[src/rtl/operand_entry_defs.sv]
// Shared definitions for the operand entry front end: FSM phase codes and
// default debounce sizing.
package operand_entry_defs;

    typedef enum logic [1:0] {
        WAIT_A = 2'b00,
        WAIT_B = 2'b01,
        DONE   = 2'b10
    } phase_t;

    // 5 ms at 50 MHz; the counter width must cover DEBOUNCE_CNT-1
    localparam int DEBOUNCE_CNT_DEF = 250000;
    localparam int CNT_W_DEF        = 20;

endpackage

[src/rtl/btn_debounce.sv]
// Active-low pushbutton conditioner: two-flop synchronizer, debounce counter
// and a one-cycle pulse on each accepted press (released -> pressed).
module btn_debounce
    import operand_entry_defs::*;
#(
    parameter int DEBOUNCE_CNT = DEBOUNCE_CNT_DEF,
    parameter int CNT_W        = CNT_W_DEF
) (
    input  logic Clk,
    input  logic Reset,
    input  logic BtnIn,
    output logic Press
);

    localparam logic [CNT_W-1:0] LP_LAST = CNT_W'(DEBOUNCE_CNT - 1);

    logic             r_sync1;
    logic             r_sync2;
    logic             r_stable;
    logic [CNT_W-1:0] r_cnt;
    logic             r_press;

    always_ff @(posedge Clk or posedge Reset) begin
        if (Reset) begin
            r_sync1  <= 1'b1;
            r_sync2  <= 1'b1;
            r_stable <= 1'b1;
            r_cnt    <= '0;
            r_press  <= 1'b0;
        end else begin
            r_sync1 <= BtnIn;
            r_sync2 <= r_sync1;
            r_press <= 1'b0;
            // Any cycle where the level matches the stable value restarts the count
            if (r_sync2 != r_stable) begin
                if (r_cnt == LP_LAST) begin
                    r_stable <= r_sync2;
                    r_cnt    <= '0;
                    r_press  <= ~r_sync2;
                end else begin
                    r_cnt <= r_cnt + 1'b1;
                end
            end else begin
                r_cnt <= '0;
            end
        end
    end

    assign Press = r_press;

endmodule

[src/rtl/operand_entry.sv]
// Switch/button front end for the 4-bit adder: successive debounced presses
// latch operand A, then operand B, then clear both.
module operand_entry
    import operand_entry_defs::*;
#(
    parameter int DEBOUNCE_CNT = DEBOUNCE_CNT_DEF,
    parameter int CNT_W        = CNT_W_DEF
) (
    input  logic       Clk,
    input  logic       Reset,
    input  logic [3:0] SwIn,
    input  logic       BtnIn,
    output logic [3:0] OpA,
    output logic [3:0] OpB,
    output logic       OpValid,
    output logic [1:0] Phase
);

    logic [3:0] r_sw1;
    logic [3:0] r_sw2;
    phase_t     r_phase;
    logic [3:0] r_opa;
    logic [3:0] r_opb;
    logic       r_valid;

    logic       w_press;
    logic [3:0] w_sw;
    phase_t     w_phase_next;
    logic [3:0] w_opa_next;
    logic [3:0] w_opb_next;
    logic       w_valid_next;

    btn_debounce #(
        .DEBOUNCE_CNT (DEBOUNCE_CNT),
        .CNT_W        (CNT_W)
    ) u_debounce (
        .Clk   (Clk),
        .Reset (Reset),
        .BtnIn (BtnIn),
        .Press (w_press)
    );

    // Switches are active-low; undebounced, sampled only on a press cycle
    assign w_sw = ~r_sw2;

    always_ff @(posedge Clk or posedge Reset) begin
        if (Reset) begin
            r_sw1   <= 4'hF;
            r_sw2   <= 4'hF;
            r_phase <= WAIT_A;
            r_opa   <= 4'h0;
            r_opb   <= 4'h0;
            r_valid <= 1'b0;
        end else begin
            r_sw1   <= SwIn;
            r_sw2   <= r_sw1;
            r_phase <= w_phase_next;
            r_opa   <= w_opa_next;
            r_opb   <= w_opb_next;
            r_valid <= w_valid_next;
        end
    end

    always_comb begin
        w_phase_next = r_phase;
        w_opa_next   = r_opa;
        w_opb_next   = r_opb;
        w_valid_next = r_valid;
        case (r_phase)
            WAIT_A: begin
                if (w_press) begin
                    w_opa_next   = w_sw;
                    w_phase_next = WAIT_B;
                end
            end
            WAIT_B: begin
                if (w_press) begin
                    w_opb_next   = w_sw;
                    w_valid_next = 1'b1;
                    w_phase_next = DONE;
                end
            end
            DONE: begin
                if (w_press) begin
                    w_opa_next   = 4'h0;
                    w_opb_next   = 4'h0;
                    w_valid_next = 1'b0;
                    w_phase_next = WAIT_A;
                end
            end
            default: begin
                // Unused code 11 recovers unconditionally
                w_valid_next = 1'b0;
                w_phase_next = WAIT_A;
            end
        endcase
    end

    assign OpA     = r_opa;
    assign OpB     = r_opb;
    assign OpValid = r_valid;
    assign Phase   = r_phase;

endmodule

[config.mk]
export PLATFORM = sky130hd
export DESIGN_NAME = operand_entry
export DESIGN_NICKNAME = d
export VERILOG_FILES = /design/src/rtl/operand_entry_defs.sv /design/src/rtl/btn_debounce.sv /design/src/rtl/operand_entry.sv
export SDC_FILE = /design/constraint.sdc
export NUM_CORES = 1
export LEC_CHECK = 0
export CORE_MARGIN = 4
export CORE_UTILIZATION = 40
export CTS_CLUSTER_DIAMETER = 40
export DETAILED_ROUTE_END_ITERATION = 16
export GPL_ROUTABILITY_DRIVEN = 0
export PLACE_DENSITY = 0.68
export SLEW_MARGIN = 20
export SYNTH_ARGS = -nofsm -noshare
export SYNTH_HDL_FRONTEND = slang
export SYNTH_SLANG_ARGS = --single-unit
[constraint.sdc]
create_clock -name Clk -period 5.27 [get_ports Clk]
set_input_delay 1.054 -clock Clk [delete_from_list [all_inputs] [get_ports Clk]]
set_output_delay 1.054 -clock Clk [all_outputs]
set_load 0.01 [all_outputs]
---- Word level (Yosys, flattened, before mapping) ----
Index checks and enable logic that the tools add are counted.
operators by class
  mux-type cells .......................... 15
  equal/unequal tests ..................... 7
  add/sub/neg operators ................... 1
  reduce and logical (&&, ||, !) cells .... 8
  bitwise gates (word level) .............. 3
operators with widths
  kind                                                                     count
  20-bit two-way mux                                                       2
  20-bit by 1-bit adder with 20-bit output, second input constant          1
  20-bit by 18-bit == test with 1-bit output, second input constant        1
  4-bit one-hot mux with 2 select lines                                    2
  3-bit AND reduction                                                      4
  4-bit two-way mux                                                        2
  2-bit two-way mux                                                        3
  2-bit by 1-bit inequality test with 1-bit output, second input constant  3
  2-bit one-hot mux with 3 select lines                                    1
  1-bit two-way mux                                                        4
  4-bit NOT                                                                1
  2-bit nonzero test                                                       2
  1-bit one-hot mux with 3 select lines                                    1
  2-bit by 1-bit == test with 1-bit output, second input constant          1
  2-bit == test, second input constant                                     1
  2-bit logical NOT                                                        1
  1-bit NOT                                                                2
  2-bit AND reduction                                                      1
  1-bit inequality test                                                    1
storage, ports and cells
  flip-flop bits (word level) ............. 43
  bits of input ports ..................... 7
  logic and storage cells ................. 45
  output and inout bits ................... 11

---- Longest topological paths before layout ----
  word-level depth ........................ 3
  gate-level depth with buffers ........... 7
  mapped depth without buffers ............ 5

---- Hierarchy ----
Synthesis repeated with hierarchy kept, for this count alone.
unflattened totals
  cells, all modules ...................... 166
  area, all modules ....................... 2019.4 sq um
modules (own cells, without submodules)
  module         cells an instance  area each (sq um)  instances  seq. area each (sq um)
  btn_debounce   113                1271.2             1          604.3
  operand_entry  53                 748.2              1          485.5

---- Worst setup path after synthesis ----
No wires, ideal clock.
  path type ............................... register to register
  start point ............................. register u_debounce.r_cnt[0]
  end point ............................... register u_debounce.r_cnt[14]
  period minus slack after synthesis ...... 1.749 ns
  stages on the path, launching flop included .. 8
  data required time ...................... 5.198 ns
  arrival time ............................ 1.677 ns
  library setup time ...................... 0.072 ns
  path buffers ............................ 2
  slack ................................... 3.521 ns
  cells stage by stage .................... dfrtp_1 > ha_1 > and3_1 > and4_1 > a31o_2 > buf_2 > buf_2 > nor2_1
between the ends
  word-level cells in the longest chain between the ends .. 3
  elaborated cells between the ends (all ways) .. 4
  those cells by class .................... 1 x add/sub; 1 x eq/ne; 2 x mux
ends and longest elaborated chain
  element                                                                                                        line                                    source
  start, declared                                                                                                btn_debounce.sv:20                      logic [CNT_W-1:0] r_cnt;
  start signal, assigned                                                                                         btn_debounce.sv:41                      r_cnt <= r_cnt + 1'b1;
  20-bit by 1-bit adder with 20-bit output / 20-bit by 18-bit == test with 1-bit output (equally long branches)  btn_debounce.sv:41, btn_debounce.sv:36
  20-bit two-way mux *                                                                                           btn_debounce.sv:36                      if (r_cnt == LP_LAST) begin
  20-bit two-way mux *                                                                                           btn_debounce.sv:35                      if (r_sync2 != r_stable) begin
Mark *: on every way between the ends. The rest lies on a longest branch, timed or not.
A chain may end at the register's enable or synchronous reset.

---- Worst setup path after layout ----
  start point ............................. register r_phase[1], in the netlist Phase[1]
  end point ............................... output port Phase[1]
RTL lines
  element                 line                 source
  start, declared         operand_entry.sv:21  phase_t r_phase;
  start signal, assigned  operand_entry.sv:57  r_phase <= w_phase_next;
  end, declared           operand_entry.sv:16  output logic [1:0] Phase
No word-level cell between the ends.

==> results by stage <==
Floorplanning:
- The initial utilization of the core area, before any placement, comes to 0.420.
- The die covers 5780 um^2.
- The top-level port count is 18.
- The horizontal extent of the die is about 76 um.
- The core outline area is around 4400 um^2.
- The initialized floorplan defines 24 standard-cell rows.
- From bottom edge to top edge, the die measures 76.0 um.

Clocking:
- The worst-skew pair later-pin latency is about 300 ps.
- CTS built an H-tree with a depth of 2.
- The number of buffers inserted during clock tree synthesis is 5.
- The deepest clock path buffer count is 2.
- After clock tree synthesis, the repair step resized 0 gates.
- The post-CTS setup repair buffer count is 0.
- Clock tree synthesis selected as its root buffer the cell sky130_fd_sc_hd__clkbuf_8.
- The clock tree from TritonCTS is yes.
- The clock transition at the registers of the reported paths is approximately 90 ps.
- The number of hold buffers added after CTS was 0.
- The clock sink count is between 40 and 50.

Synthesis:
- The cell count after synthesis came out at 164.
- The total nets after synthesis is ~170.
- The total of warnings raised by yosys is 0.
- In this run, synthesis produced a sequential element count of 43.
- After synthesis the cells add up to around 1900 um^2.
- A synthesized cell averages ~11 um^2.
- The predominant post-synthesis flop cell is sky130_fd_sc_hd__dfrtp_1.
- The number of distinct library cells after synthesis is 31.
- For this run, the register share of the synthesized area comes to 0.589.
- In the synthesized netlist the async set-or-reset flop fraction comes to 1.00.
- The number of flops mapped to enable cells by yosys is 0.

Place:
- During placement, the flow inserted port buffers numbering 17.
- The placed wire-length estimate after detailed placement is ~2300 um.
- The placed instance count is roughly 230.

Timing:
- Derived from the worst setup path, the maximum achievable clock frequency is about 0.4 GHz.
- Setup repair after global routing left no endpoint under its margin.
- The clock period could shrink to ~2500 ps.
- Adding up every negative setup slack in the final design gives 0 ps.
- The number of failing hold endpoints at the final stage came to 0.
- Of the available clock period, the critical path in the final layout requires 0.483.
- Setup violations remaining at the end of the flow were counted as 0.
- For the pin with the worst max-slew slack, the measured transition is around 600 ps.
- The number of pins exceeding their max-slew limit in the final report is 0.
- The worst slew margin relative to its limit is 0.595.
- The setup skew after layout is approximately 7 ps.

Finish:
- The multi-input combinational cells in the finished layout cover a total of between 700 and 800 um^2.
- Fill cells in the final layout number 420.
- For this run, the number of standard cells in the final layout without fillers is roughly 240.
- Registers take 1090 um^2.
- 0 antenna diodes ended up in the layout.
- Relative to the synthesized area, the layout overhead comes to 17.8%.
- The number of nets in the finished design is 191.
- Of the cells placed in the final design, the portion with a size suffix greater than 1 is 0.152.

Power and ir drop:
- Of the total power, the clock network draws 0.415.
- The maximum ir drop on the vdd rail is around 160 uV.
- Cell internal power was estimated by the tool at between 0.0004 and 0.0005 W.
- The total power density per cell area is ~280 nW/um^2.
- The switching fraction of total power is 0.211.
- The static leakage is slightly below 0.9 nW.
- The switching power is ~0.00013 W.
- The share of total power dissipated in combinational logic is 0.030.
- The share of total power dissipated in sequential elements is 0.555.

Global route:
- Entering global routing, the biggest net connects 44 pins.
- The overall routing resource usage is 0.125.
- The initial antenna violation count came to 0.
- The via count of the first global-routing pass was roughly 1400.
- The global-route congestion overflow total is 0.
- The first global-routing pass estimated 5950 um of wire.

Setup path:
- The cell type of the slowest stage on the worst timing path is sky130_fd_sc_hd__clkdlybuf4s50_1.
- The critical path startpoint category is a register.
- Traced cell by cell, the critical path runs through clkdlybuf4s50_1.
- The number of buffer and inverter instances along the worst setup path is 1.
- In this design, the largest share of critical-path delay is due to buffers and inverters.
- The type of the worst setup path is reg -> out.
- The critical-path maximum fanout is 14.
- Data on the critical path arrives at its endpoint at between 1000 and 1500 ps.
- The kind of end point of the critical path is a primary output.
- On the worst path, the slowest cell contributes a delay of a little over 600 ps.
- The data required time of the critical path is 4220 ps.

Routing:
- The remaining design rule violation count is 0.
- The detailed router placed around 1300 vias in this run.
- After detailed routing, the average wire length per cell comes to ~14 um.
- The post-detailed-route via-to-cell ratio is about 5.3.
- The remaining number of nets flagged by the antenna check after routing is 0.
- The number of DRC violations after detailed-routing iteration 0 is between 50 and 60.
- The routed design has 3280 um of wire.
- The count of TritonRoute iterations in the first routing pass is 4.

Hold path:
- The path class of the lowest-slack min-delay path is reg -> reg.

Job:
- The number of max-cap violations is 0.

Run status:
- The flow ran to the end, and the final reports show no timing, DRC or antenna violations.
## flip-flops by register name, summed over array words and instances (netlist names)
register,flops
Phase,2
u_debounce.Press,1
OpB,4
r_sw1,4
u_debounce.r_cnt,20
u_debounce.r_sync2,1
u_debounce.r_sync1,1
OpValid,1
OpA,4
r_sw2,4
u_debounce.r_stable,1
## metal layers
metal / track usage / share of wire / vias to the layer above
li1: - / - / 620
met2: 0.213 / 0.52 / 19
met1: 0.140 / 0.43 / 617
met5: 0 / 0 / -
met3: 0.0402 / 0.039 / 4
met4: 0.0569 / 0.011 / 0
## cell type report
class                           count  area share
Tap cell                           52      0.0298
Inverter                            5     0.00861
Clock inverter                      3      0.0201
Clock buffer                        5      0.0316
Multi-Input combinational cell    110       0.329
Timing Repair Buffer               18      0.0815
Sequential cell                    43       0.500
## per-stage QoR
step | utilization | hold slack [ps] | power (W) | cell area [um^2] | setup slack [ps]
floorplan | - | 345 | 0.000359 | 1850 | 3230
global placement | 0.469 | 347 | 0.000367 | 2070 | 3090
detailed placement | 0.469 | 349 | 0.000368 | 2070 | 3060
CTS | 0.494 | 358 | 0.000621 | 2180 | 2730
global route | 0.494 | 357 | 0.000642 | 2180 | 2630
finish | 0.494 | 358 | 0.000617 | 2180 | 2730
## cell usage after synthesis (all sizes together) (3+ instances only)
master,number,share of area
dfrtp,32,0.43
nor2,22,0.045
xnor2,12,0.057
dfstp,11,0.16
a22o,7,0.033
nand2,7,0.014
nand4,7,0.027
a21oi,5,0.014
inv,5,0.010
nand3,5,0.014
nor4,5,0.017
mux2,4,0.024
nand2b,4,0.014
nor3,4,0.011
o31ai,4,0.016
and4,3,0.014
buf,3,0.0081
clkbuf,3,0.0061
o21ai,3,0.0081
or4,3,0.012
xor2,3,0.014
## power groups by stage
stage / Clock [W] / Sequential [W] / Combinational [W]
6_report: 0.000256 / 0.000342 / 0.0000183
3_5_place_dp: 0 / 0.000348 / 0.0000193
5_1_grt: 0.000277 / 0.000343 / 0.0000212
3_3_place_gp: 0 / 0.000348 / 0.0000184
2_1_floorplan: 0 / 0.000347 / 0.0000112
4_1_cts: 0.000259 / 0.000342 / 0.0000192
## path summary, 6_finish.rpt
kind,from,to,slack [ps],cells past startpoint
setup / recovery,Phase[1],Phase[1],2730,1
hold / removal,r_sw1[0],r_sw2[0],360,0
setup reg to reg,u_debounce.r_cnt[0],u_debounce.r_cnt[18],3360,5
hold reg to reg,r_sw1[0],r_sw2[0],360,0
max in group asynchronous,Reset,r_sw2[0],3710,3
min in group asynchronous,Reset,OpA[2],1180,3
## kinds of logic after synthesis
| family | share of synthesized area |
|---|---|
| AOI/OAI and AO/OA | 0.0811 |
| xor gates and xnor gates | 0.0709 |
| adders and majority gates | 0.00676 |
| buffers and inverters | 0.0243 |
| DFF | 0.589 |
| muxes | 0.0351 |
| and+or+nand+nor | 0.193 |
## cells in the final DEF, fill, tap and decap left out, types with 2 or more instances in the layout
cell type / Yosys / final
sky130_fd_sc_hd__nand2b_1: 4 / 4
sky130_fd_sc_hd__xor2_1: 3 / 3
sky130_fd_sc_hd__dfstp_2: 11 / 11
sky130_fd_sc_hd__clkdlybuf4s50_1: 0 / 17
sky130_fd_sc_hd__dfrtp_1: 32 / 32
sky130_fd_sc_hd__or4_1: 3 / 3
sky130_fd_sc_hd__a21oi_1: 5 / 5
sky130_fd_sc_hd__nand4_1: 6 / 6
sky130_fd_sc_hd__nand2_1: 7 / 7
sky130_fd_sc_hd__nor2_1: 22 / 22
sky130_fd_sc_hd__a22o_1: 7 / 7
sky130_fd_sc_hd__o21ai_0: 3 / 3
sky130_fd_sc_hd__mux2_2: 4 / 4
sky130_fd_sc_hd__xnor2_1: 12 / 12
sky130_fd_sc_hd__and3_1: 2 / 2
sky130_fd_sc_hd__nand3_1: 5 / 5
sky130_fd_sc_hd__nor3b_1: 2 / 2
sky130_fd_sc_hd__inv_1: 5 / 5
sky130_fd_sc_hd__nor3_1: 4 / 4
sky130_fd_sc_hd__nor4_1: 5 / 5
sky130_fd_sc_hd__o31ai_1: 4 / 4
sky130_fd_sc_hd__and4_1: 3 / 3
sky130_fd_sc_hd__clkbuf_8: 0 / 5
sky130_fd_sc_hd__mux2i_1: 2 / 2
No activity file was read; power rests on OpenSTA's default activity.
